**src/rtl/mem_access_unit.sv**
```systemverilog
`default_nettype none
// +--------------------------------------------------------------------------+
// | mem_access_unit: MEM-stage data-memory access engine (RV32I lanes/stall)  |
// | Revision: 1.0                                                             |
// +--------------------------------------------------------------------------+
module mem_access_unit #(
  parameter int unsigned TIMEOUT_CYCLES = 16
) (
  input  logic        clk,
  input  logic        reset,
  input  logic        mem_MemRead,
  input  logic        mem_MemWrite,
  input  logic [2:0]  mem_funct3,
  input  logic [31:0] mem_alu_result,
  input  logic [31:0] mem_write_data,
  output logic        dmem_req,
  output logic        dmem_we,
  output logic [31:0] dmem_addr,
  output logic [31:0] dmem_wdata,
  output logic [3:0]  dmem_wstrb,
  input  logic        dmem_ready,
  input  logic [31:0] dmem_rdata,
  output logic        mem_stall,
  output logic [31:0] mem_load_data,
  output logic        mem_load_valid,
  output logic        mem_fault
);

  localparam logic [7:0] CNT_LAST = 8'(TIMEOUT_CYCLES - 1);

  typedef enum logic [1:0] {
    ST_IDLE = 2'd0,
    ST_REQ  = 2'd1,
    ST_DONE = 2'd2
  } state_t;

  state_t      state_q, state_d;
  logic [7:0]  cnt_q, cnt_d;
  logic        dmem_req_q, dmem_req_d;
  logic        dmem_we_q, dmem_we_d;
  logic [31:0] dmem_addr_q, dmem_addr_d;
  logic [31:0] dmem_wdata_q, dmem_wdata_d;
  logic [3:0]  dmem_wstrb_q, dmem_wstrb_d;
  logic [1:0]  addr_lo_q, addr_lo_d;
  logic [2:0]  funct3_q, funct3_d;
  logic [31:0] load_data_q, load_data_d;
  logic        load_valid_q, load_valid_d;
  logic        fault_q, fault_d;

  logic        access, illegal;
  logic [31:0] store_wdata, load_fmt;
  logic [3:0]  store_wstrb;
  logic [7:0]  rd_byte;
  logic [15:0] rd_half;

  always_comb begin
    access  = mem_MemRead | mem_MemWrite;
    illegal = (mem_MemRead & mem_MemWrite)
            | (mem_MemRead & ((mem_funct3 == 3'b011) | (mem_funct3[2:1] == 2'b11)))
            | (mem_MemWrite & (mem_funct3 > 3'b010))
            | ((mem_funct3[1:0] == 2'b01) & mem_alu_result[0])
            | ((mem_funct3[1:0] == 2'b10) & (mem_alu_result[1:0] != 2'b00));
  end

  // Store data is replicated across lanes so the strobe alone selects the target bytes.
  always_comb begin
    store_wdata = mem_write_data;
    store_wstrb = 4'b1111;
    case (mem_funct3[1:0])
      2'b00: begin
        store_wdata = {4{mem_write_data[7:0]}};
        store_wstrb = 4'b0001 << mem_alu_result[1:0];
      end
      2'b01: begin
        store_wdata = {2{mem_write_data[15:0]}};
        store_wstrb = 4'b0011 << mem_alu_result[1:0];
      end
      default: ;
    endcase
  end

  always_comb begin
    rd_byte  = dmem_rdata[{addr_lo_q, 3'b000} +: 8];
    rd_half  = addr_lo_q[1] ? dmem_rdata[31:16] : dmem_rdata[15:0];
    case (funct3_q)
      3'b000:  load_fmt = {{24{rd_byte[7]}}, rd_byte};
      3'b001:  load_fmt = {{16{rd_half[15]}}, rd_half};
      3'b100:  load_fmt = {24'd0, rd_byte};
      3'b101:  load_fmt = {16'd0, rd_half};
      default: load_fmt = dmem_rdata;
    endcase
  end

  always_comb begin
    state_d      = state_q;
    cnt_d        = cnt_q;
    dmem_req_d   = dmem_req_q;
    dmem_we_d    = dmem_we_q;
    dmem_addr_d  = dmem_addr_q;
    dmem_wdata_d = dmem_wdata_q;
    dmem_wstrb_d = dmem_wstrb_q;
    addr_lo_d    = addr_lo_q;
    funct3_d     = funct3_q;
    load_data_d  = load_data_q;
    load_valid_d = 1'b0;
    fault_d      = 1'b0;
    mem_stall    = 1'b0;
    case (state_q)
      ST_IDLE: begin
        if (access && illegal) begin
          fault_d = 1'b1;
        end else if (access) begin
          mem_stall    = 1'b1;
          dmem_req_d   = 1'b1;
          dmem_we_d    = mem_MemWrite;
          dmem_addr_d  = {mem_alu_result[31:2], 2'b00};
          dmem_wdata_d = mem_MemWrite ? store_wdata : 32'd0;
          dmem_wstrb_d = mem_MemWrite ? store_wstrb : 4'd0;
          addr_lo_d    = mem_alu_result[1:0];
          funct3_d     = mem_funct3;
          cnt_d        = 8'd0;
          state_d      = ST_REQ;
        end
      end
      ST_REQ: begin
        mem_stall = 1'b1;
        if (dmem_ready) begin
          dmem_req_d = 1'b0;
          if (!dmem_we_q) begin
            load_data_d  = load_fmt;
            load_valid_d = 1'b1;
          end
          state_d = ST_DONE;
        end else if (cnt_q == CNT_LAST) begin
          dmem_req_d = 1'b0;
          fault_d    = 1'b1;
          state_d    = ST_DONE;
        end else begin
          cnt_d = cnt_q + 8'd1;
        end
      end
      ST_DONE: state_d = ST_IDLE;
      default: state_d = ST_IDLE;
    endcase
  end

  always_ff @(posedge clk) begin
    if (reset) begin
      state_q      <= ST_IDLE;
      cnt_q        <= 8'd0;
      dmem_req_q   <= 1'b0;
      dmem_we_q    <= 1'b0;
      dmem_addr_q  <= 32'd0;
      dmem_wdata_q <= 32'd0;
      dmem_wstrb_q <= 4'd0;
      addr_lo_q    <= 2'd0;
      funct3_q     <= 3'd0;
      load_data_q  <= 32'd0;
      load_valid_q <= 1'b0;
      fault_q      <= 1'b0;
    end else begin
      state_q      <= state_d;
      cnt_q        <= cnt_d;
      dmem_req_q   <= dmem_req_d;
      dmem_we_q    <= dmem_we_d;
      dmem_addr_q  <= dmem_addr_d;
      dmem_wdata_q <= dmem_wdata_d;
      dmem_wstrb_q <= dmem_wstrb_d;
      addr_lo_q    <= addr_lo_d;
      funct3_q     <= funct3_d;
      load_data_q  <= load_data_d;
      load_valid_q <= load_valid_d;
      fault_q      <= fault_d;
    end
  end

  assign dmem_req       = dmem_req_q;
  assign dmem_we        = dmem_we_q;
  assign dmem_addr      = dmem_addr_q;
  assign dmem_wdata     = dmem_wdata_q;
  assign dmem_wstrb     = dmem_wstrb_q;
  assign mem_load_data  = load_data_q;
  assign mem_load_valid = load_valid_q;
  assign mem_fault      = fault_q;

endmodule
`default_nettype wire

```
**config.mk**
```make
export PLATFORM = sky130hd
export DESIGN_NAME = mem_access_unit
export DESIGN_NICKNAME = d
export VERILOG_FILES = /design/src/rtl/mem_access_unit.sv
export SDC_FILE = /design/constraint.sdc
export NUM_CORES = 1
export LEC_CHECK = 0
export ABC_AREA = 1
export CAP_MARGIN = 25
export CORE_ASPECT_RATIO = 1.75
export CORE_MARGIN = 10
export CORE_UTILIZATION = 40
export DETAILED_ROUTE_END_ITERATION = 10
export PLACE_DENSITY_LB_ADDON = 0.2
export SLEW_MARGIN = 20
export SYNTH_ARGS = -nofsm -noshare
export SYNTH_HDL_FRONTEND = slang
export SYNTH_SLANG_ARGS = --single-unit
export TNS_END_PERCENT = 1
```
**constraint.sdc**
```tcl
create_clock -name clk -period 4.7 [get_ports clk]
set_input_delay 1.175 -clock clk [delete_from_list [all_inputs] [get_ports clk]]
set_output_delay 1.175 -clock clk [all_outputs]
set_load 0.02 [all_outputs]
```
# After elaboration in Yosys (flattened, before gate mapping)
# Cells that the tools add are included.
dict set report classes {
  magnitude_cmp 1
  eq_ne 14
  bitwise 15
  muxes 29
  n_reduce_logical 12
  addsub 1
  shift 3
}
# operator count
set ops {}
lappend ops {{case mux 32 bit (4 select lines)} 1}
lappend ops {{case mux 32 bit (2 select lines)} 1}
lappend ops {{2-to-1 mux 32 bit} 1}
lappend ops {{2-to-1 mux 8 bit} 4}
lappend ops {{variable part select 32 x 6 -> 8 bit} 1}
lappend ops {{2-to-1 mux 16 bit} 1}
lappend ops {{case mux 8 bit (2 select lines)} 1}
lappend ops {{2-to-1 mux 1 bit} 10}
lappend ops {{AND reduction 3 bit} 3}
lappend ops {{adder 8 x 1 -> 8 bit, second input constant} 1}
lappend ops {{equality test 8 x 4 -> 1 bit, second input constant} 1}
lappend ops {{2-to-1 mux 2 bit} 4}
lappend ops {{!= test 2 bit, second input constant} 4}
lappend ops {{case mux 4 bit (2 select lines)} 1}
lappend ops {{equality test 3 bit, second input constant} 2}
lappend ops {{OR 1 bit} 6}
lappend ops {{case mux 1 bit (2 select lines)} 3}
lappend ops {{AND 1 bit} 5}
lappend ops {{AND reduction 5 bit} 1}
lappend ops {{equality test 2 x 1 -> 1 bit, second input constant} 2}
lappend ops {{equality test 2 bit, second input constant} 2}
lappend ops {{zero test 2 bit} 2}
lappend ops {{2-to-1 mux 4 bit} 1}
lappend ops {{inverter 1 bit} 4}
lappend ops {{12 further kinds} 13}
dict set report totals {
  inputBits 104
  elab_cells 87
  output_inout_bits 105
  reg_bits 117
}

# Logic depth before layout (Yosys ltp)
# Gate-level depths: netlist of run 1.
dict set report logic_depth {
  depth_word 10
  depth_mapped 11
  mapped_depth_nobuf 10
}

# Worst setup path after synthesis of run 1
# No wires, ideal clock.
dict set report synth_timing {
  kind {input -> output}
  from {input port mem_funct3[0]}
  to {output port mem_stall}
  path_buffers 3
  t_required_ns 3.525
  slack_ns 1.308
  stages 9
  t_arrival_ns 2.217
  path_cell_list {buf_2 nor2_1 nand2_1 nand2_1 nor2_4 nand3_2 buf_4 buf_4 nand2_1}
}
dict set report synth_via {
  elab_chain_cells 10
  word_cells_on_any_way 16
  cone_classes {1 x order compare; 3 x eq/ne; 2 x mux; 9 x bitwise; 1 x reduce/logical}
}
# element line
set synth_lines {}
lappend synth_lines {{from (decl)} 13} ;# input logic [2:0] mem_funct3,
lappend synth_lines {{equality test 3 x 2 -> 1 bit} 59} ;# | (mem_MemRead & ((mem_funct3 == 3'b011) | (mem_funct3[2:1] == 2'b11)))
lappend synth_lines {{OR 1 bit} 59}
lappend synth_lines {{AND 1 bit} 59}
lappend synth_lines {{OR 1 bit} 59}
lappend synth_lines {{OR 1 bit} 60} ;# | (mem_MemWrite & (mem_funct3 > 3'b010))
lappend synth_lines {{OR 1 bit} 61} ;# | ((mem_funct3[1:0] == 2'b01) & mem_alu_result[0])
lappend synth_lines {{OR 1 bit (*)} 62} ;# | ((mem_funct3[1:0] == 2'b10) & (mem_alu_result[1:0] != 2'b00));
lappend synth_lines {{logical AND 1 bit (*)} 110} ;# if (access && illegal) begin
lappend synth_lines {{2-to-1 mux 1 bit (*)} 110}
lappend synth_lines {{case mux 1 bit (2 select lines) (*)} 108} ;# case (state_q)
lappend synth_lines {{to (decl)} 23} ;# output logic mem_stall,
# Mark *: on every way between the ends. The rest lies on a longest branch, timed or not.

# Worst setup path in the final report of run 1
dict set report layout_timing {
  from {input port mem_MemWrite}
  to {output port mem_stall}
}
dict set report layout_via {
  elab_chain_cells 8
  word_cells_on_any_way 11
  cone_classes {3 x mux; 7 x bitwise; 1 x reduce/logical}
}
# element line
set layout_lines {}
lappend layout_lines {{from (decl)} 12} ;# input logic mem_MemWrite,
lappend layout_lines {{AND 1 bit} 58} ;# illegal = (mem_MemRead & mem_MemWrite)
lappend layout_lines {{OR 1 bit} 59}
lappend layout_lines {{OR 1 bit} 60}
lappend layout_lines {{OR 1 bit} 61}
lappend layout_lines {{OR 1 bit} 62}
lappend layout_lines {{logical AND 1 bit} 110}
lappend layout_lines {{2-to-1 mux 1 bit (*)} 110}
lappend layout_lines {{case mux 1 bit (2 select lines) (*)} 108}
# Marked as above.

==> results of run 1 <==
[worst paths after layout]
path | endpoint | slack [ns] | depth (start not counted)
setup reg to reg | mem_load_data[23] | 2.58 | 7
hold / removal | dmem_req | 0.45 | 2
hold reg to reg | dmem_req | 0.45 | 2
setup / recovery | mem_stall | 0.43 | 7
[placed cells by master (no fill, tap or decap), drive strengths merged, types with 12 or more instances in the layout]
cell and n:
a21oi 121, buf 12, clkbuf 20, clkdlybuf4s50 205
dfxtp 117, inv 75, nand2 198, nand3 69
nand4 25, nor2 89, nor3 14, o21ai 73
[per-stage QoR]
stage	utilization, %	worst slack, ns	hold slack, ns	cells
floorplan	-	1.308	0.4539	866
global placement	54.75	0.4357	0.4382	1199
detailed placement	54.75	0.4229	0.4433	1199
CTS	58.71	0.4127	0.4505	1231
global route	58.90	0.2598	0.4793	1232
finish	58.90	0.4288	0.4459	1232
[worst reg2reg max path: stages (launching register included)]
cell and delay [ns]:
dfxtp_1 0.79, a21oi_1 0.07, o21ai_0 0.10, nand2_1 0.11, nand2_2 0.18, nand2_1 0.40
o21ai_0 0.29, inv_1 0.07
[report_power, final]
group,leakage [nW],total [mW],switching (mW),internal (mW)
clock,0.270,1.25,0.470,0.780
sequential,0.951,1.08,0.0346,1.05
combinational,2.16,0.595,0.348,0.247
[synthesized netlist by cell type, drive strengths merged]
library cell	instances	area, µm²
nand4	25	156.4
nand3b	3	22.52
o21bai	1	7.510
clkbuf	26	97.59
or2	1	6.260
conb	1	3.750
nor3	14	75.07
buf	37	241.5
o21a	7	52.55
nand2	198	755.7
nor2	89	351.6
nand3	69	400.4
a21oi	121	605.6
inv	75	286.5
o211ai	6	45.04
ha	1	12.51
dfxtp	117	2342
o21ai	73	369.1
a31oi	1	6.260
[logic make-up after synthesis]
logic type               Yosys count  share of synthesized area, %
AO/OA/AOI/OAI                    209                         18.60
adder cells (fa/ha/maj)            1                        0.2143
buffers and inverters            138                         10.72
flip-flops                       117                         40.12
other                              1                       0.06423
AND/OR/NAND/NOR                  399                         30.28
[sequential cells by signal (all words and copies together) (netlist names)]
name,count
dmem_wdata,32
mem_load_data,32
dmem_addr,30
cnt_q,8
dmem_wstrb,4
funct3_q,3
addr_lo_q,2
state_q,2
dmem_req,1
dmem_we,1
mem_fault,1
mem_load_valid,1
[cell type report]
class | count | area (µm²) | share of cell area [%]
Tap cell | 180 | 225.2 | 2.661
Clock inverter | 12 | 132.6 | 1.567
Sequential cell | 117 | 2342 | 27.68
Multi-Input combinational cell | 611 | 2880 | 34.03
Timing Repair Buffer | 217 | 2160 | 25.52
Inverter | 75 | 286.5 | 3.386
Clock buffer | 20 | 436.7 | 5.160
[per-layer routing]
metal | share of wire (%) | GRT usage, % | up-vias
met1 | 39 | 21.46 | 2872
li1 | - | - | 3185
met4 | 3.4 | 8.467 | 0
met2 | 51 | 35.26 | 233
met3 | 6.2 | 5.367 | 38
met5 | 0 | 0 | -
==> out/results.txt, run 1 <==
Status = complete, no violations
CTS tree = done
Least-Margin Pin Slew = 0.8341 ns
Post-CTS setup buffers = 0
Final Hold Viols = 0
Die area = 20020 µm²
Vias in the first global route = 6249
Fin. max-slew vios = 0
CP peak stage delay = 0.61 ns
Top Ports = 209
RR Startpoint = addr_lo_q[1]
Num rows = 58
Die height = 179.8 µm
ANT nets after route = 0
CP max FO = 11
Input/output buffers = 206
Post-Route WL = 20460 µm
Initial antenna violation count = 0
TNS Setup = 0 ns
Sequential element share of the synthesized area = 40.12%
Setup Crit Path Kind = in -> out
Initial Utilization = 40.63%
Htree depth = 4
CP bufs+invs = 3
Share of layout cells above drive strength 1 = 6.084%
Clk sink count = 117
WP data required = 3.52 ns
CP cell instances = clkdlybuf4s50_1 > inv_1 > nor2_1 > nor2_4 > nand3_2 > nand2_1 > clkdlybuf4s50_1
Layout fillers = 1419
Final HPWL DP = 14850 µm
Post-DP Area = 7866 µm²
Core Box Area = 14370 µm²
Avg WL per Cell = 16.61 µm
Max cap viols = 0
Crit. End Element = output port
P_leak = 3.379 nW
Avg Cell Area, Syn = 6.749 µm²
Clock skew = 0.01035 ns
Hold Buf Count CTS = 0
Worst hold path class = reg -> reg
Vias/cell = 5.136
Clock Tree Root = clkbuf_16
Slew headroom = 44.39%
Synth Instances = 865
Seq cells post-synth = 117
Via total after detailed routing = 6328
Critical Path Source Type = input port
Die W = 111.3 µm
First-pass GRT wire length = 32910 µm
Pin count of the biggest net entering global routing = 96
Worst setup path start = mem_MemWrite
Fin area = 8463 µm²
DRC viols = 0
Clock transition at the registers of the reported paths = 0.05 ns
Ant. Diodes = 0
RD Place Congestion = 0.9206
Final min period = 4.271 ns
Most common cell on crit path = clkdlybuf4s50_1
Drt first pass iters = 5
Pwr Total = 2.928 mW
CTS max path bufs = 2
Post-cts resize count = 0
Total track usage = 19.87%
Top delay family on crit path = buffers and inverters
Final period utilization = 90.88%
Total congestion overflow = 0
Final setup fails = 0
Power Density = 346.0 nW/µm²
# nets final = 1144
Area Growth Syn to Fin = 44.96%
Max stage delay cell, worst path = clkdlybuf4s50_1
Worst vdd ir = 0.2066 mV
Synthesis warning total = 0
Min-delay src = dmem_req
Crit path DAT = 3.10 ns
Synth Cell Area = 5838 µm²
Cts bufs inserted = 17
Netlist cell types = 32
Maximum clock rate = 234.1 MHz
Clock Latency Late Sink = 0.40 ns
Initial DRC Count = 293
Unrepaired setup endpoints after global routing = no
No activity file was read; power rests on OpenSTA's default activity.
==> inputs of run 2 (changes only) <==
--- a/config.mk
+++ b/config.mk
@@ -10,6 +10,7 @@
 export CORE_ASPECT_RATIO = 1.75
 export CORE_MARGIN = 10
 export CORE_UTILIZATION = 40
+export CTS_BUF_LIST = sky130_fd_sc_hd__clkbuf_2 sky130_fd_sc_hd__clkbuf_4 sky130_fd_sc_hd__clkbuf_8
 export DETAILED_ROUTE_END_ITERATION = 10
 export PLACE_DENSITY_LB_ADDON = 0.2
 export SLEW_MARGIN = 20
==> constraint.sdc (replaced) <==
create_clock -name clk -period 4.7 [get_ports clk]
set_input_delay 1.175 -clock clk [delete_from_list [all_inputs] [get_ports clk]]
set_output_delay 1.175 -clock clk [all_outputs]
set_load 0.1 [all_outputs]
==> run 2 against run 1 <==
  * Die area unchanged
  * Sequential power about the same
  * Combinational power increased by 50%
  * Hold slack about the same
  * Routed wire length increased by 1.2%
  * Critical path depth unchanged
  * Global-route usage decreased by 0.11 points
  * Clock skew increased by 0.0038 ns
==> out/results.txt, run 2 (same netlist as run 1, synthesis figures left out) <==
Layout fillers = 1395 (-1.7%)
Via total after detailed routing = 6305 (-0.36%)
WP data required = 3.52 ns (about the same)
Least-Margin Pin Slew = 1.065 ns (+0.2309 ns)
# nets final = 1144 (unchanged)
Maximum clock rate = 255.9 MHz (+9.3%)
Met3 Use GR = 6.167% (+0.80 points)
Initial Utilization = 40.63% (unchanged)
DRC viols = 0 (unchanged)
Post-cts resize count = 0 (unchanged)
RD Place Congestion = 0.9000 (-2.2%)
Clock skew = 0.01411 ns (+0.003764 ns)
Met2 usage in global routing = 35.23% (about the same)
Post-CTS setup buffers = 0 (unchanged)
Leading cell type in the layout, fill and taps excluded = clkdlybuf4s50_1
Gr busiest metal = met2
Worst hold path class = reg -> reg
Worst vdd ir = 0.2058 mV (-0.39%)
R2R Setup Slk = 2.50 ns (-0.08 ns)
Top Ports = 209 (unchanged)
Input/output buffers = 206 (unchanged)
Hold Buf Count CTS = 0 (unchanged)
Power Density = 358.1 nW/µm² (+3.5%)
Initial DRC Count = 259 (-12%)
Final HPWL DP = 15000 µm (+1.0%)
Die W = 111.3 µm (unchanged)
Share of layout cells above drive strength 1 = 6.464% (+0.38 points)
Slew headroom = 28.78% (-16 points)
Clock transition at the registers of the reported paths = 0.07 ns (+0.02 ns)
Initial antenna violation count = 1 (+1)
Total track usage = 19.76% (-0.11 points)
Post-Route WL = 20710 µm (+1.2%)
Fin area = 8325 µm² (-1.6%)
Crit. End Element = output port
Die height = 179.8 µm (unchanged)
Met1 Usage GRT = 20.34% (-1.1 points)
First-pass GRT wire length = 32460 µm (-1.4%)
Pin count of the biggest net entering global routing = 96 (unchanged)
Post-DP Area = 7876 µm² (+0.13%)
ANT nets after route = 0 (unchanged)
Cts bufs inserted = 17 (unchanged)
Core Box Area = 14370 µm² (unchanged)
CP max FO = 11 (unchanged)
Unrepaired setup endpoints after global routing = no
Num rows = 58 (unchanged)
Total congestion overflow = 0 (unchanged)
Avg WL per Cell = 16.80 µm (+1.1%)
Fin. max-slew vios = 0 (unchanged)
Die area = 20020 µm² (unchanged)
Setup Crit Path Kind = in -> out
CTS max path bufs = 2 (unchanged)
Clock Latency Late Sink = 0.43 ns (+0.03 ns)
Area Growth Syn to Fin = 42.61%
Final setup fails = 0 (unchanged)
Vias in the first global route = 6110 (-2.2%)
Htree depth = 4 (unchanged)
Drt first pass iters = 5 (unchanged)
Status = complete, no violations
TNS Setup = 0 ns (unchanged)
Final period utilization = 83.13% (-7.7 points)
Crit path DAT = 2.73 ns (-0.37 ns)
Vias/cell = 5.114 (-0.44%)
CTS tree = done
Clk sink count = 117 (unchanged)
Final Hold Viols = 0 (unchanged)
Final min period = 3.907 ns (-0.3641 ns)
P_leak = 3.323 nW (-1.7%)
Clock Tree Root = clkbuf_8
Critical Path Source Type = input port
Max cap viols = 0 (unchanged)
Most frequent cells in the layout = 204 x clkdlybuf4s50_1, 195 x nand2_1, 121 x a21oi_1
[run 2: power breakdown]
group / switching [mW] / internal [mW] / leakage [nW]
Sequential: 0.0355 / 1.05 / 0.951
Clock: 0.455 / 0.552 / 0.211
Combinational: 0.646 / 0.248 / 2.16
Total: 1.14 / 1.85 / 3.32
[run 2: layout make-up]
class	count	area (µm²)	area share, %
inverters	75	286.5	3.442
clock buffers	19	255.2	3.066
diodes	1	2.502	0.03006
clock inverters	13	171.4	2.059
well taps	180	225.2	2.705
multi-input cells	611	2880	34.60
flip-flops and latches	117	2342	28.13
repair buffers	217	2162	25.97
[run 2: worst paths after layout]
| path | from | to | cells after the start |
|---|---|---|---|
| hold reg to reg | dmem_req | dmem_req | 2 |
| hold / removal | dmem_req | dmem_req | 2 |
| setup reg to reg | state_q[0] | mem_load_data[23] | 8 |
| setup / recovery | mem_MemWrite | mem_stall | 7 |
[run 2: per-stage QoR]
step | util (%) | hold slack [ns] | worst slack (ns) | total power, mW | instances
2_1_floorplan | - | 0.4539 | 0.8122 | 1.735 | 866
3_3_place_gp | 54.82 | 0.4388 | 0.8031 | 1.993 | 1199
3_5_place_dp | 54.82 | 0.4405 | 0.7731 | 1.998 | 1199
4_1_cts | 57.78 | 0.4513 | 0.7709 | 3.007 | 1231
5_1_grt | 57.94 | 0.4805 | 0.6661 | 3.101 | 1233
6_report | 57.94 | 0.4456 | 0.7929 | 2.981 | 1233
[run 2: routing by layer]
metal  share of wire [%]  vias up
li1                    -     3184
met1                  38     2868
met2                  52      215
met3                 6.9       38
met4                 3.2        0
met5                   0        -
[run 2: worst max-delay path, cell delays in order]
cell             delay (ns)
clkdlybuf4s50_1        0.66
inv_1                  0.24
nor2_1                 0.25
nor2_4                 0.05
nand3_2                0.08
nand2_1                0.09
buf_12                 0.17
==> inputs of run 3 (changes only) <==
==> constraint.sdc (replaced) <==
create_clock -name clk -period 3.1 [get_ports clk]
set_input_delay 0.775 -clock clk [delete_from_list [all_inputs] [get_ports clk]]
set_output_delay 0.775 -clock clk [all_outputs]
set_load 0.1 [all_outputs]
==> run 3 against run 2 <==
  * Via count shrank 0.49%
  * Final cell count grew 0.32%
  * Sequential power grew 52%
==> out/results.txt, run 3 (same netlist as run 1, synthesis figures left out) <==
Max cap viols = 0 (unchanged)
Setup ws final = 0.1518 ns (-0.6411 ns)
Top Ports = 209 (unchanged)
Unrepaired setup endpoints after global routing = no
Final min period = 2.948 ns
Post-CTS setup buffers = 0 (unchanged)
CTS tree = done
Cts bufs inserted = 17 (unchanged)
Hold Buf Count CTS = 0 (unchanged)
Initial DRC Count = 322 (+24%)
Total congestion overflow = 0 (unchanged)
Initial Utilization = 40.63% (unchanged)
DRC viols = 0 (unchanged)
Vias/cell = 5.072 (-0.81%)
Leading cell type in the layout, fill and taps excluded = nand2_1
Slew headroom = 44.43% (+16 points)
Gr busiest metal = met2
Clock skew = 0.01336 ns (-0.0007519 ns)
Layout fillers = 1483 (+6.3%)
Clk sink count = 117 (unchanged)
Clock Latency Late Sink = 0.43 ns (about the same)
Post-Route WL = 20400 µm (-1.5%)
Reg area = 2342 µm² (unchanged)
CP peak stage delay = 0.48 ns (-0.18 ns)
Avg WL per Cell = 16.49 µm (-1.8%)
Via total after detailed routing = 6274 (-0.49%)
Power Density = 533.3 nW/µm² (+49%)
Total track usage = 19.44% (-0.32 points)
Met2 usage in global routing = 35.56% (+0.33 points)
First-pass GRT wire length = 32100 µm (-1.1%)
Most common cell on crit path = nand2_1
Met1 Usage GRT = 20.11% (-0.23 points)
Die W = 111.3 µm (unchanged)
Post-cts resize count = 0 (unchanged)
Post-Place Setup Slack = 0.1362 ns (-0.6369 ns)
# placed instances = 1205 (+0.50%)
CP cell instances = clkdlybuf4s50_1 > inv_1 > nand2_1 > nand2_1 > nand2_1 > nor2_4 > nand3_2 > nand2_1 > buf_12
Fin. max-slew vios = 0 (unchanged)
Ant. Diodes = 0 (-1)
Initial antenna violation count = 0 (-1)
Critical Path Source Type = input port
Core Box Area = 14370 µm² (unchanged)
Fin area = 8059 µm² (-3.2%)
Share of layout cells above drive strength 1 = 16.56% (+10 points)
Final HPWL DP = 14880 µm (-0.80%)
Pwr Total = 4.298 mW (+44%)
WP data required = 2.32 ns (-1.20 ns)
Final Hold Viols = 0 (unchanged)
Die height = 179.8 µm (unchanged)
Final setup fails = 0 (unchanged)
Htree depth = 4 (unchanged)
Clock transition at the registers of the reported paths = 0.07 ns (about the same)
Pin count of the biggest net entering global routing = 79 (-18%)
Crit path DAT = 2.17 ns (-0.56 ns)
Worst hold path class = reg -> reg
Least-Margin Pin Slew = 0.8336 ns (-0.2315 ns)
P_leak = 3.508 nW (+5.6%)
Max stage delay cell, worst path = clkdlybuf4s50_1
Most frequent cells in the layout = 195 x nand2_1, 121 x a21oi_1, 117 x dfxtp_1
Post-DP Area = 7691 µm² (-2.4%)
Die area = 20020 µm² (unchanged)
CP max FO = 4 (-7)
TNS Setup = 0 ns (unchanged)
Met3 Use GR = 5.400% (-0.77 points)
ANT nets after route = 0 (unchanged)
Drt first pass iters = 4 (-1)
Area Growth Syn to Fin = 38.04%
Status = complete, no violations
Maximum clock rate = 339.2 MHz
# nets final = 1149 (+0.44%)
Worst vdd ir = 0.3221 mV (+56%)
Vias in the first global route = 6088 (-0.36%)
Final period utilization = 95.10%
CTS max path bufs = 2 (unchanged)
Multi-input gate area = 2880 µm² (unchanged)
Num rows = 58 (unchanged)
Input/output buffers = 206 (unchanged)
Crit. End Element = output port
RD Place Congestion = 0.9177 (+2.0%)
Clock Tree Root = clkbuf_8
Non-Filler Instances = 1237 (+0.32%)
Setup Crit Path Kind = in -> out
run 3: cell types whose count changed in the layout (fill, tap and decap cells not counted), moves of 2 or more:
cell	change
clkdlybuf4s50_1	-102
clkinv_2	+2
buf_4	+106
clkinvlp_4	+4
bufinv_16	-2
run 3: critical path: cells and delay by family:
kind                   cells  cell delay, ns
and+or+nand+nor            6            0.61
buffers and inverters      3            0.79
run 3: layout make-up:
class	count	area share, %
clock buffers	17	2.903
clock inverters	15	1.661
inverters	75	3.555
multi-input cells	611	35.74
flip-flops and latches	117	29.06
well taps	180	2.795
repair buffers	222	24.28
run 3: routing by layer:
layer,routed length [µm],vias to the layer above,share of wire (%)
li1,-,3197,-
met1,7915,2844,39
met4,482,0,2.4
met5,0,-,0
met2,10640,205,52
met3,1362,28,6.7
run 3: metrics by stage:
stage | util (%) | hold slack [ns]
3_3_place_gp | 53.53 | 0.4346
3_5_place_dp | 53.53 | 0.4554
2_1_floorplan | - | 0.4539
6_report | 56.09 | 0.4641
5_1_grt | 56.09 | 0.4849
4_1_cts | 56.09 | 0.4672
run 3: power breakdown:
| part | leakage [nW] | switching (mW) | internal, mW |
|---|---|---|---|
| clock | 0.170 | 0.687 | 0.635 |
| sequential | 0.951 | 0.0553 | 1.59 |
| combinational | 2.39 | 0.976 | 0.360 |
run 3: path summary, 6_finish.rpt:
path	start	endpoint	slack, ns	depth (start not counted)
max	mem_alu_result[1]	mem_stall	0.15	9
max reg2reg	addr_lo_q[1]	mem_load_data[21]	1.04	7
min reg2reg	dmem_wdata[1]	dmem_wdata[1]	0.46	2
min	dmem_wdata[1]	dmem_wdata[1]	0.46	2
